<file path="config.mk">
export PLATFORM = sky130hd
export DESIGN_NAME = spi_slave
export DESIGN_NICKNAME = d
export VERILOG_FILES = /design/src/rtl/spi_slave.sv
export SDC_FILE = /design/constraint.sdc
export NUM_CORES = 1
export LEC_CHECK = 0
export ABC_AREA = 0
export ABC_CLOCK_PERIOD_IN_PS = 2400
export BUFFER_PORTS_ARGS = -buffer_cell sky130_fd_sc_hd__buf_2
export CORE_MARGIN = 4
export CORE_UTILIZATION = 27
export CTS_CLUSTER_SIZE = 10
export DETAILED_ROUTE_END_ITERATION = 6
export GPL_ROUTABILITY_DRIVEN = 0
export HOLD_SLACK_MARGIN = 0.08
export PLACE_DENSITY = 0.52
export SLEW_MARGIN = 15
export SYNTH_ARGS = -nofsm -noshare
export SYNTH_HDL_FRONTEND = slang
export SYNTH_SLANG_ARGS = --single-unit
</file>
<file path="constraint.sdc">
create_clock -name clk -period 2.4 [get_ports clk]
set_input_delay 0.24 -clock clk [delete_from_list [all_inputs] [get_ports clk]]
set_output_delay 0.24 -clock clk [all_outputs]
set_load 0.02 [all_outputs]
</file>
<file path="src/rtl/spi_slave.sv">
// SPI slave front end for a single-port RAM: deserialises 10-bit command words
// from MOSI and serialises 8-bit read data onto MISO.
module spi_slave (
    input  logic       clk,
    input  logic       rst,
    input  logic       SS_n,
    input  logic       MOSI,
    output logic       MISO,
    output logic [9:0] rx_data,
    output logic       rx_valid,
    input  logic [7:0] tx_data,
    input  logic       tx_valid
);

    typedef enum logic [2:0] {
        IDLE      = 3'd0,
        CHK_CMD   = 3'd1,
        WRITE     = 3'd2,
        READ_ADD  = 3'd3,
        READ_DATA = 3'd4
    } state_t;

    state_t      state, state_nxt;
    logic [3:0]  bit_cnt;
    logic [8:0]  rx_shift;
    logic        rd_pending;
    logic [6:0]  tx_shift;
    logic [2:0]  tx_cnt;
    logic        tx_busy;
    logic        tx_done;

    always_ff @(posedge clk) begin
        if (rst) state <= IDLE;
        else     state <= state_nxt;
    end

    always_comb begin
        state_nxt = state;
        case (state)
            IDLE:      if (!SS_n) state_nxt = CHK_CMD;
            CHK_CMD: begin
                if (SS_n)            state_nxt = IDLE;
                else if (!MOSI)      state_nxt = WRITE;
                else if (rd_pending) state_nxt = READ_DATA;
                else                 state_nxt = READ_ADD;
            end
            WRITE, READ_ADD, READ_DATA: if (SS_n) state_nxt = IDLE;
            default:   state_nxt = IDLE;
        endcase
    end

    // bit_cnt counts shifted bits 8..0; reaching 9 marks the word as complete
    always_ff @(posedge clk) begin
        if (rst) begin
            bit_cnt    <= '0;
            rx_shift   <= '0;
            rx_data    <= '0;
            rx_valid   <= 1'b0;
            rd_pending <= 1'b0;
            MISO       <= 1'b0;
            tx_shift   <= '0;
            tx_cnt     <= '0;
            tx_busy    <= 1'b0;
            tx_done    <= 1'b0;
        end else begin
            rx_valid <= 1'b0;
            if (state == IDLE || SS_n) begin
                bit_cnt <= '0;
                MISO    <= 1'b0;
                tx_busy <= 1'b0;
                tx_done <= 1'b0;
            end else begin
                case (state)
                    CHK_CMD: begin
                        rx_shift <= {8'b0, MOSI};
                        bit_cnt  <= '0;
                    end
                    WRITE, READ_ADD, READ_DATA: begin
                        if (bit_cnt < 4'd9) begin
                            rx_shift <= {rx_shift[7:0], MOSI};
                            bit_cnt  <= bit_cnt + 4'd1;
                            if (bit_cnt == 4'd8) begin
                                rx_data  <= {rx_shift, MOSI};
                                rx_valid <= 1'b1;
                                if (state == READ_ADD)  rd_pending <= 1'b1;
                                if (state == READ_DATA) rd_pending <= 1'b0;
                            end
                        end else if (state == READ_DATA) begin
                            if (tx_busy) begin
                                if (tx_cnt == 3'd7) begin
                                    MISO    <= 1'b0;
                                    tx_busy <= 1'b0;
                                    tx_done <= 1'b1;
                                end else begin
                                    MISO     <= tx_shift[6];
                                    tx_shift <= {tx_shift[5:0], 1'b0};
                                    tx_cnt   <= tx_cnt + 3'd1;
                                end
                            end else if (!tx_done && tx_valid) begin
                                MISO     <= tx_data[7];
                                tx_shift <= tx_data[6:0];
                                tx_cnt   <= '0;
                                tx_busy  <= 1'b1;
                            end
                        end
                    end
                    default: ;
                endcase
            end
        end
    end

endmodule

</file>
==> run summary, run 1 <==
Period Utilization, post-route: 78.3%
Core area: 6830 um^2
Fin crit period: 1.88 ns
Number of global-route vias before repair: 1287
Crit-path max FO: 16
Mean number of vias per cell: 4.55
Class of the worst hold path: primary input to flip-flop
Final HPWL DP: 2650 um
Highest ir drop seen on vdd: 0.000186 V
Top flip-flop cell by instance count after synthesis: dfxtp_1
Max-slew headroom: 61.1%
Pin count of the biggest net entering global routing: 37
Avg WL per Cell: 12.3 um
Number of routed nets with antenna violations: 0
CP max stage cell: nor3b_4
Vias after detailed routing: 1414
Hold depth: 3
Number of port buffers: 24
Insertion delay to the later sink of the worst-skew pair: 0.29 ns
Fraction of the yosys area taken by sequential cells: 42.8%
Setup_tns: 0 ns
Wire length of the first global-routing pass: 6320 um
Number of stages on the worst setup path: 4
Setup repair after global routing missed its margin: no
Number of cells traversed by the worst register-to-register path: 4
Placed Cells: 303
Num CTS Buffers: 5
Total of flip-flops plus latches after synthesis: 41
Synth warn: 0
Final instance count without filler cells: 311
Outcome: complete, no violations
Slowest cell delay on critical path: 0.51 ns
Post-CTS Setup Repair Bufs: 0
Startpoint type of the worst setup path: flip-flop
CTS max path bufs: 2
Max Clock Skew: 0.00471 ns
Post-synthesis cell count: 196
Leakage power summed over all cells: 0.856 nW
CTS tree: built
Cell class contributing the biggest share of worst-path delay: compound AO/OA/AOI/OAI gates
Congestion Overflow GR: 0
Ratio of cells with drive above 1 in the final layout: 20.0%
Total power: 1.32 mW
Number of antenna violations at the first check in global routing: 0
Register clock-pin slew on the reported worst setup and hold paths: 0.08 ns
Detailed-route DRC error count: 0
Die ar.: 8510 um^2
Placed Area: 2060 um^2
Final wirelength: 3820 um
Kind of end point of the critical path: flip-flop
First-pass detailed-route iteration total: 4
Peak clock frequency supported by timing: 532 MHz
Initial Utilization: 28.0%
DRC marker count from the first detailed-route iteration: 100
Number of instances resized during post-cts repair: 0
Num ports: 25
Hold violation count in the final report: 0
Area added between synthesis and finish: 13.7%
Slew at the pin closest to its max-slew limit: 0.576 ns
Per-instance average area after synthesis: 9.77 um^2
Worst Path Required: 2.60 ns
Critical Path, Cell by Cell: nor3b_4, o2111a_4, a21oi_1, a311oi_1
Share of synthesized flip-flops with an asynchronous set or reset: 0%
Post-synth cell types: 42
Mapped Area: 1920 um^2
Number of levels the H-tree was split into: 2
Total Routing Usage GR: 9.29%
Fin nets: 231
CTS root buf: clkbuf_8
Clock Sink Count: 41
Buffers plus inverters on the worst setup path: 0
Count of standard-cell rows: 30
Core utilization of the finished layout: 31.9%
Synthesized netlist net count: 213
Worst Path Class, Setup: flip-flop to flip-flop
Post-CTS Hold Fix Bufs: 0
Power per unit of standard cell area: 607 nW/um^2
Final count of pins violating max slew: 0
Post-synth EDFFs: 0
Fin area: 2180 um^2
Count of antenna diodes in the layout: 0
Count of max-cap constraint violations: 0
Arrival time of the worst setup path: 2.08 ns
X dimension of the die: 92.2 um
Floorplan die height: 92.2 um
Setup-violating endpoint count in the final report: 0
[final timing paths]
| check | slack, ns | start | to |
|---|---|---|---|
| max | 0.52 | state[2] | tx_shift[2] |
| min | 0.22 | tx_data[0] | tx_shift[0] |
| max reg2reg | 0.52 | state[2] | tx_shift[2] |
| min reg2reg | 0.48 | tx_cnt[1] | tx_cnt[1] |
[synthesized netlist by cell type, types with 3 or more instances]
| master | n | area [um^2] |
|---|---|---|
| dfxtp_1 | 41 | 821 |
| mux2i_1 | 24 | 240 |
| nor2_1 | 20 | 75.1 |
| a21oi_1 | 15 | 75.1 |
| nand2_1 | 10 | 37.5 |
| nand2b_1 | 9 | 56.3 |
| inv_1 | 7 | 26.3 |
| o21ai_0 | 7 | 35.0 |
| a311oi_1 | 6 | 52.6 |
| buf_4 | 4 | 30.0 |
| clkbuf_1 | 4 | 15.0 |
| ha_1 | 4 | 50.1 |
| buf_2 | 3 | 15.0 |
| buf_6 | 3 | 33.8 |
| nand4_1 | 3 | 18.8 |
| nor2b_1 | 3 | 18.8 |
| nor4_1 | 3 | 18.8 |
[per-layer routing]
layer	vias to the layer above	share of wire (%)	routed length (um)	GRT usage, %
li1	738	-	-	-
met1	651	51	1950	12.4
met2	19	44	1680	13.7
met3	6	3.0	113	2.46
met4	0	2.1	80	4.83
met5	-	0	0	0
[worst min-delay path, stage by stage]
cell and delay, ns:
buf_2 0.10, nand4b_1 0.07, a21oi_1 0.06
[cells by family after synthesis]
group | count (synthesis) | share of synthesized area, %
AO/OA/AOI/OAI | 44 | 17.0
buffers and inverters | 24 | 7.64
adder cells (fa/ha/maj) | 4 | 2.61
multiplexers | 25 | 13.1
XOR/XNOR | 1 | 0.457
AND/OR/NAND/NOR | 57 | 16.3
flip-flops | 41 | 42.8
[cells in the final DEF (no fill, tap or decap), types with 2 or more instances in the layout]
cell type / Yosys / layout
inv_1: 7 / 7
o21ai_0: 7 / 6
a311oi_1: 6 / 6
nand4b_1: 2 / 2
buf_4: 4 / 3
nor2_1: 20 / 20
ha_1: 4 / 4
o32ai_1: 2 / 2
buf_2: 3 / 24
o2111ai_1: 2 / 2
nand4_1: 3 / 3
nor4bb_1: 2 / 2
mux2i_1: 24 / 24
nor4_1: 3 / 3
o22ai_1: 2 / 2
clkbuf_8: 0 / 6
nand2_1: 10 / 10
nand2b_1: 9 / 9
nor2b_1: 3 / 3
a21oi_1: 15 / 15
dfxtp_1: 41 / 41
[power by group]
group	total, mW	leakage, nW	switching, mW	internal [mW]
sequential	0.687	0.330	0.00468	0.682
clock	0.579	0.0585	0.239	0.339
combinational	0.0580	0.467	0.0347	0.0233
total	1.32	0.856	0.279	1.04
[layout make-up]
cell class,count,area [um^2]
fillers,740,4650
multi-input cells,131,948
flip-flops and latches,41,821
repair buffers,27,143
well taps,96,120
clock buffers,7,86.3
clock inverters,1,30.0
inverters,8,30.0
[per-stage QoR]
step,setup slack (ns),hold slack (ns)
2_1_floorplan,0.860,0.384
3_3_place_gp,0.617,0.464
3_5_place_dp,0.536,0.472
4_1_cts,0.525,0.215
5_1_grt,0.360,0.231
6_report,0.520,0.224
[sequential cells by signal, summed over array words and instances, names as in the netlist, 3 cells and up]
name,flops
rx_shift,9
tx_shift,7
bit_cnt,4
rx_data,10
tx_cnt,3
state,3
Power figures use the tool's default switching activity.
==> inputs of run 2 (changes only) <==
--- a/config.mk
+++ b/config.mk
@@ -6,7 +6,7 @@
 export NUM_CORES = 1
 export LEC_CHECK = 0
 export ABC_AREA = 0
-export ABC_CLOCK_PERIOD_IN_PS = 2400
+export ABC_CLOCK_PERIOD_IN_PS = 1600
 export BUFFER_PORTS_ARGS = -buffer_cell sky130_fd_sc_hd__buf_2
 export CORE_MARGIN = 4
 export CORE_UTILIZATION = 27
@@ -14,7 +14,7 @@
 export DETAILED_ROUTE_END_ITERATION = 6
 export GPL_ROUTABILITY_DRIVEN = 0
 export HOLD_SLACK_MARGIN = 0.08
-export PLACE_DENSITY = 0.52
+export PLACE_DENSITY = 0.54
 export SLEW_MARGIN = 15
 export SYNTH_ARGS = -nofsm -noshare
 export SYNTH_HDL_FRONTEND = slang
==> constraint.sdc (replaced) <==
create_clock -name clk -period 1.6 [get_ports clk]
set_input_delay 0.16 -clock clk [delete_from_list [all_inputs] [get_ports clk]]
set_output_delay 0.16 -clock clk [all_outputs]
set_load 0.02 [all_outputs]
==> run summary, run 2 (same netlist as run 1, synthesis figures left out) <==
Final wirelength: 3960 um (was 3820 um)
Startpoint type of the worst setup path: flip-flop (unchanged)
Die ar.: 8510 um^2 (unchanged)
Outcome: complete, no violations (unchanged)
Number of antenna violations at the first check in global routing: 0 (unchanged)
Switching Share: 22.2% (was 21.1%)
Clock Sink Count: 41 (unchanged)
Max-slew headroom: 70.5% (was 61.1%)
Register name with the most flops: rx_data (unchanged)
Register clock-pin slew on the reported worst setup and hold paths: 0.08 ns (about the same)
Period Utilization, post-route: 93.6% (was 78.3%)
Count of max-cap constraint violations: 0 (unchanged)
Slowest cell delay on critical path: 0.31 ns (was 0.51 ns)
Congestion Overflow GR: 0 (unchanged)
Slew at the pin closest to its max-slew limit: 0.438 ns (was 0.576 ns)
Final HPWL DP: 2770 um (was 2650 um)
Final count of pins violating max slew: 0 (unchanged)
Number of port buffers: 24 (unchanged)
Highest ir drop seen on vdd: 0.000304 V (was 0.000186 V)
Number of routed nets with antenna violations: 0 (unchanged)
Class of the worst hold path: primary input to flip-flop (unchanged)
Num CTS Buffers: 5 (unchanged)
Most used cells in the layout excluding fill and tap cells: 39 x dfxtp_1, 26 x buf_4, 24 x mux2i_1, 24 x buf_2, 20 x nor2_1 (was 41 x dfxtp_1, 24 x mux2i_1, 24 x buf_2)
Fin crit period: 1.50 ns (was 1.88 ns)
Number of levels the H-tree was split into: 2 (unchanged)
Setup-violating endpoint count in the final report: 0 (unchanged)
Max Clock Skew: 0.00280 ns (was 0.00471 ns)
Num ports: 25 (unchanged)
Ratio of cells with drive above 1 in the final layout: 32.8% (was 20.0%)
First-pass detailed-route iteration total: 4 (unchanged)
Floorplan die height: 92.2 um (unchanged)
Sequential power share: 54.3% (was 51.9%)
Count of antenna diodes in the layout: 0 (unchanged)
Power per unit of standard cell area: 775 nW/um^2 (was 607 nW/um^2)
Hold violation count in the final report: 0 (unchanged)
Avg WL per Cell: 11.8 um (was 12.3 um)
Cell class contributing the biggest share of worst-path delay: compound AO/OA/AOI/OAI gates (unchanged)
Arrival time of the worst setup path: 1.72 ns (was 2.08 ns)
Critical Path, Cell by Cell: inv_1, ha_1, nand2b_2, o2bb2ai_4, a21oi_4, buf_6, mux2i_1 (was nor3b_4, o2111a_4, a21oi_1, a311oi_1)
Wire length of the first global-routing pass: 6920 um (was 6320 um)
Total net switching power: 420 uW (was 279 uW)
Most common cell after layout, fill and taps aside: dfxtp_1 (unchanged)
Leakage power summed over all cells: 0.996 nW (was 0.856 nW)
Cell Int Power: 1.47 mW (was 1.04 mW)
CP max stage cell: dfxtp_1 (was nor3b_4)
Pre-CTS worst setup slack: -0.0525 ns (was 0.536 ns)
X dimension of the die: 92.2 um (unchanged)
Total Routing Usage GR: 9.98% (was 9.29%)
Worst Path Class, Setup: flip-flop to flip-flop (unchanged)
Share of power burned in combinational logic: 6.4% (was 4.4%)
CTS root buf: clkbuf_8 (unchanged)
Fin nets: 257 (was 231)
Kind of end point of the critical path: flip-flop (unchanged)
Initial Utilization: 28.0% (unchanged)
CTS max path bufs: 2 (unchanged)
Buffers plus inverters on the worst setup path: 2 (was 0)
Detailed-route DRC error count: 0 (unchanged)
Crit-path max FO: 5 (was 16)
Area added between synthesis and finish: 27.2% (was 13.7%)
Core utilization of the finished layout: 35.7% (was 31.9%)
Peak clock frequency supported by timing: 668 MHz (was 532 MHz)
Vias after detailed routing: 1555 (was 1414)
Largest regs: rx_data: 10 flops, rx_shift: 9 flops, tx_shift: 7 flops (unchanged)
Mean number of vias per cell: 4.61 (was 4.55)
Portion of total power attributed to the clock network: 39.3% (was 43.7%)
Core area: 6830 um^2 (unchanged)
Insertion delay to the later sink of the worst-skew pair: 0.29 ns (about the same)
CTS tree: built (unchanged)
Count of standard-cell rows: 30 (unchanged)
Number of global-route vias before repair: 1493 (was 1287)
Post-route worst setup slack: 0.102 ns (was 0.520 ns)
Worst Path Required: 1.82 ns (was 2.60 ns)
Pin count of the biggest net entering global routing: 17 (was 37)
DRC marker count from the first detailed-route iteration: 105 (was 100)
Post-CTS Hold Fix Bufs: 0 (unchanged)
Max reg flops: 10 (unchanged)
==> run 2: cell count changes in the layout (fill, tap and decap cells not counted), sizes merged <==
cell	before	now
buf	27	52
bufinv	1	0
clkinv	1	2
o2111a	1	2
==> run 2: area by class of cell <==
cell class	instances	area, um^2
multi-input combinational	132	1020
tap	96	120
fill	728	4390
inverter	8	30.0
clock buffer	7	96.3
clock inverter	1	5.00
sequential	41	823
timing repair buffer	52	338
==> run 2: through the flow <==
| stage | TNS [ns] | instance area [um^2] | hold WS (ns) | cells | power (mW) |
|---|---|---|---|---|---|
| 2_1_floorplan | 0 | 1920 | 0.304 | 196 | 1.12 |
| 3_3_place_gp | 0 | 2220 | 0.450 | 324 | 1.16 |
| 3_5_place_dp | -0.217 | 2220 | 0.456 | 324 | 1.16 |
| 4_1_cts | 0 | 2350 | 0.142 | 335 | 1.92 |
| 5_1_grt | -0.00597 | 2440 | 0.156 | 337 | 1.98 |
| 6_report | 0 | 2440 | 0.153 | 337 | 1.89 |
==> run 2: power by group through the flow <==
| stage | Sequential, mW | Clock (mW) | Combinational, mW |
|---|---|---|---|
| 6_report | 1.03 | 0.744 | 0.120 |
| 2_1_floorplan | 1.05 | 0 | 0.0712 |
| 4_1_cts | 1.03 | 0.781 | 0.113 |
| 3_3_place_gp | 1.05 | 0 | 0.112 |
| 3_5_place_dp | 1.05 | 0 | 0.112 |
| 5_1_grt | 1.03 | 0.821 | 0.133 |
==> run 2: worst min-delay path: stages <==
cell and delay (ns):
buf_2 0.10, nand4b_1 0.08, a21oi_1 0.06
==> run 2: worst paths after layout <==
check	start	to	slack, ns	cells past startpoint
setup reg to reg	bit_cnt[0]	rx_shift[3]	0.10	7
hold / removal	tx_data[0]	tx_shift[0]	0.15	3
hold reg to reg	rx_shift[8]	rx_shift[8]	0.48	2
setup / recovery	bit_cnt[0]	rx_shift[3]	0.10	7
==> run 2: timing repair <==
| item | CTS | global route |
|---|---|---|
| pin swaps | 1 | 7 |
| cloned | 1 | 0 |
| resized for setup | 2 | 14 |
| setup buffers | 2 | 2 |
| endpoints found under the setup margin | 10 | 29 |
==> run 2: per-layer routing <==
metal  global-route usage, %  part of all wire (%)  vias to the layer above
met3                    2.63                   2.4                        6
met2                    15.0                    44                       19
met1                    13.6                    52                      736
met4                    3.96                   1.4                        0
met5                       0                     0                        -
li1                        -                     -                      794
==> inputs of run 3 (changes only) <==
--- a/config.mk
+++ b/config.mk
@@ -9,12 +9,13 @@
 export ABC_CLOCK_PERIOD_IN_PS = 1600
 export BUFFER_PORTS_ARGS = -buffer_cell sky130_fd_sc_hd__buf_2
 export CORE_MARGIN = 4
-export CORE_UTILIZATION = 27
+export CORE_UTILIZATION = 40
 export CTS_CLUSTER_SIZE = 10
 export DETAILED_ROUTE_END_ITERATION = 6
 export GPL_ROUTABILITY_DRIVEN = 0
 export HOLD_SLACK_MARGIN = 0.08
-export PLACE_DENSITY = 0.54
+export PLACE_DENSITY = 0.7
+export SKIP_LAST_GASP = 1
 export SLEW_MARGIN = 15
 export SYNTH_ARGS = -nofsm -noshare
 export SYNTH_HDL_FRONTEND = slang
==> run summary, run 3 (same netlist as run 1, synthesis figures left out) <==
Clock Sink Count: 41 (unchanged)
Setup-violating endpoint count in the final report: 0 (unchanged)
Total Routing Usage GR: 13.1% (was 9.98%)
Class of the worst hold path: primary input to flip-flop (unchanged)
Final HPWL DP: 2540 um (was 2770 um)
Number of levels the H-tree was split into: 2 (unchanged)
Post-CTS Hold Fix Bufs: 0 (unchanged)
Die ar.: 5960 um^2 (was 8510 um^2)
Detailed-route DRC error count: 0 (unchanged)
Placed Area: 2150 um^2 (was 2220 um^2)
Setup repair after global routing missed its margin: yes
Worst Path Class, Setup: flip-flop to flip-flop (unchanged)
Congestion Overflow GR: 0 (unchanged)
Largest regs: rx_data: 10 flops, rx_shift: 9 flops, tx_shift: 7 flops (unchanged)
Count of max-cap constraint violations: 0 (unchanged)
Outcome: complete, no violations (unchanged)
Mean number of vias per cell: 5.29 (was 4.61)
Highest ir drop seen on vdd: 0.000500 V (was 0.000304 V)
Fin area: 2360 um^2 (was 2440 um^2)
Number of antenna violations at the first check in global routing: 0 (unchanged)
Most used cells in the layout excluding fill and tap cells: 38 x dfxtp_1, 24 x mux2i_1, 24 x buf_2 (was 39 x dfxtp_1, 26 x buf_4, 24 x mux2i_1, 24 x buf_2, 20 x nor2_1)
Pre-CTS worst setup slack: -0.0612 ns (was -0.0525 ns)
Final count of pins violating max slew: 0 (unchanged)
Most common cell after layout, fill and taps aside: dfxtp_1 (unchanged)
Hold Crit Endpoint: tx_shift[0] (unchanged)
Number of global-route vias before repair: 1431 (was 1493)
Insertion delay to the later sink of the worst-skew pair: 0.29 ns (about the same)
Pin count of the biggest net entering global routing: 25 (was 17)
Startpoint type of the worst setup path: flip-flop (unchanged)
Worst min-delay path startpoint: tx_data[0] (unchanged)
Launch point of the worst path: tx_cnt[0] (was bit_cnt[0])
Register clock-pin slew on the reported worst setup and hold paths: 0.07 ns (was 0.08 ns)
X dimension of the die: 77.2 um (was 92.2 um)
Reg2Reg Setup Slack: 0.07 ns (was 0.10 ns)
CTS max path bufs: 2 (unchanged)
Count of antenna diodes in the layout: 0 (unchanged)
Hold violation count in the final report: 0 (unchanged)
Peak clock frequency supported by timing: 654 MHz (was 668 MHz)
Vias after detailed routing: 1534 (was 1555)
Initial Utilization: 42.5% (was 28.0%)
Kind of end point of the critical path: flip-flop (unchanged)
Crit-path max FO: 8 (was 5)
Endpoint of the worst register-to-register path: tx_shift[2] (was rx_shift[3])
Floorplan die height: 77.2 um (was 92.2 um)
Ratio of cells with drive above 1 in the final layout: 34.5% (was 32.8%)
Total area of multi-input combinational cells: 1030 um^2 (was 1020 um^2)
Num CTS Buffers: 5 (unchanged)
Max-slew headroom: 62.3% (was 70.5%)
Slew at the pin closest to its max-slew limit: 0.560 ns (was 0.438 ns)
Core area: 4500 um^2 (was 6830 um^2)
CTS tree: built (unchanged)
Hold WS: 0.145 ns (was 0.153 ns)
Worst Path Required: 1.80 ns (was 1.82 ns)
Area added between synthesis and finish: 23.0% (was 27.2%)
Number of cells traversed by the worst register-to-register path: 6 (was 7)
Post-route worst setup slack: 0.0704 ns (was 0.102 ns)
Count of standard-cell rows: 24 (was 30)
Critical register-to-register path startpoint: tx_cnt[0] (was bit_cnt[0])
Avg WL per Cell: 12.9 um (was 11.8 um)
Leakage power summed over all cells: 0.974 nW (was 0.996 nW)
Final wirelength: 3750 um (was 3960 um)
Core utilization of the finished layout: 52.3% (was 35.7%)
CTS root buf: clkbuf_8 (unchanged)
Register area: 825 um^2 (was 823 um^2)
Number of routed nets with antenna violations: 0 (unchanged)
Fin nets: 254 (was 257)
DRC marker count from the first detailed-route iteration: 70 (was 105)
Period Utilization, post-route: 95.6% (was 93.6%)
Power per unit of standard cell area: 756 nW/um^2 (was 775 nW/um^2)
Max Clock Skew: 0.00298 ns (was 0.00280 ns)
Fin crit period: 1.53 ns (was 1.50 ns)
Number of port buffers: 24 (unchanged)
Setup_tns: 0 ns (unchanged)
Number of filler instances in the final layout: 427 (was 728)
Hold depth: 3 (unchanged)
Num ports: 25 (unchanged)
Arrival time of the worst setup path: 1.73 ns (was 1.72 ns)
Register name with the most flops: rx_data (unchanged)
Max reg flops: 10 (unchanged)
Wire length of the first global-routing pass: 6460 um (was 6920 um)
First-pass detailed-route iteration total: 4 (unchanged)
## run 3: changes by cell type in the layout (fill, tap and decap cells not counted), sizes merged
cell / before / now
clkbuf: 7 / 5
clkinv: 2 / 3
buf: 52 / 49
clkinvlp: 0 / 1
## run 3: worst max-delay path by stage
stage / slack [ns] / to / depth (start not counted)
floorplan: 0.06 / tx_shift[0] / 7
global placement: -0.007 / rx_data[6] / 8
detailed placement: -0.06 / tx_shift[1] / 6
CTS: -0.006 / tx_shift[6] / 6
global route: -0.02 / tx_shift[6] / 6
finish: 0.07 / tx_shift[2] / 6
## run 3: per-stage QoR
stage	power [mW]	std cells
3_5_place_dp	1.16	277
2_1_floorplan	1.12	196
5_1_grt	1.87	290
3_3_place_gp	1.16	277
6_report	1.78	290
4_1_cts	1.80	288
## run 3: area by class of cell
type	count	share of cell area [%]
Timing Repair Buffer	49	13.8
Sequential cell	41	35.0
Inverter	8	1.27
Clock inverter	3	0.743
Multi-Input combinational cell	132	43.5
Tap cell	52	2.76
Clock buffer	5	2.92
## run 3: power breakdown
group	total (mW)	internal [mW]	switching (mW)	leakage, nW
logic	0.112	0.0514	0.0610	0.599
clock network	0.643	0.301	0.342	0.0439
registers	1.03	1.02	0.00366	0.332
total	1.78	1.38	0.407	0.974
## run 3: timing repair
action,CTS,global route
resized for setup,3,20
endpoints found under the setup margin,15,33
buffers inserted,2,1
gates cloned,1,1
pin swaps,1,7
## run 3: metal layers
layer | global-route usage [%] | part of all wire, % | up-vias
met4 | 5.34 | 1.8 | 0
met3 | 3.51 | 3.3 | 5
met1 | 17.6 | 51 | 720
met5 | 0 | 0 | -
li1 | - | - | 788
met2 | 19.7 | 44 | 21
## run 3: worst max-delay path, cell delays in order, from the launching register on
cell	delay, ns
dfxtp_2	0.34
ha_1	0.16
ha_2	0.21
nor2b_4	0.06
o2111a_4	0.31
buf_4	0.15
a311oi_2	0.22
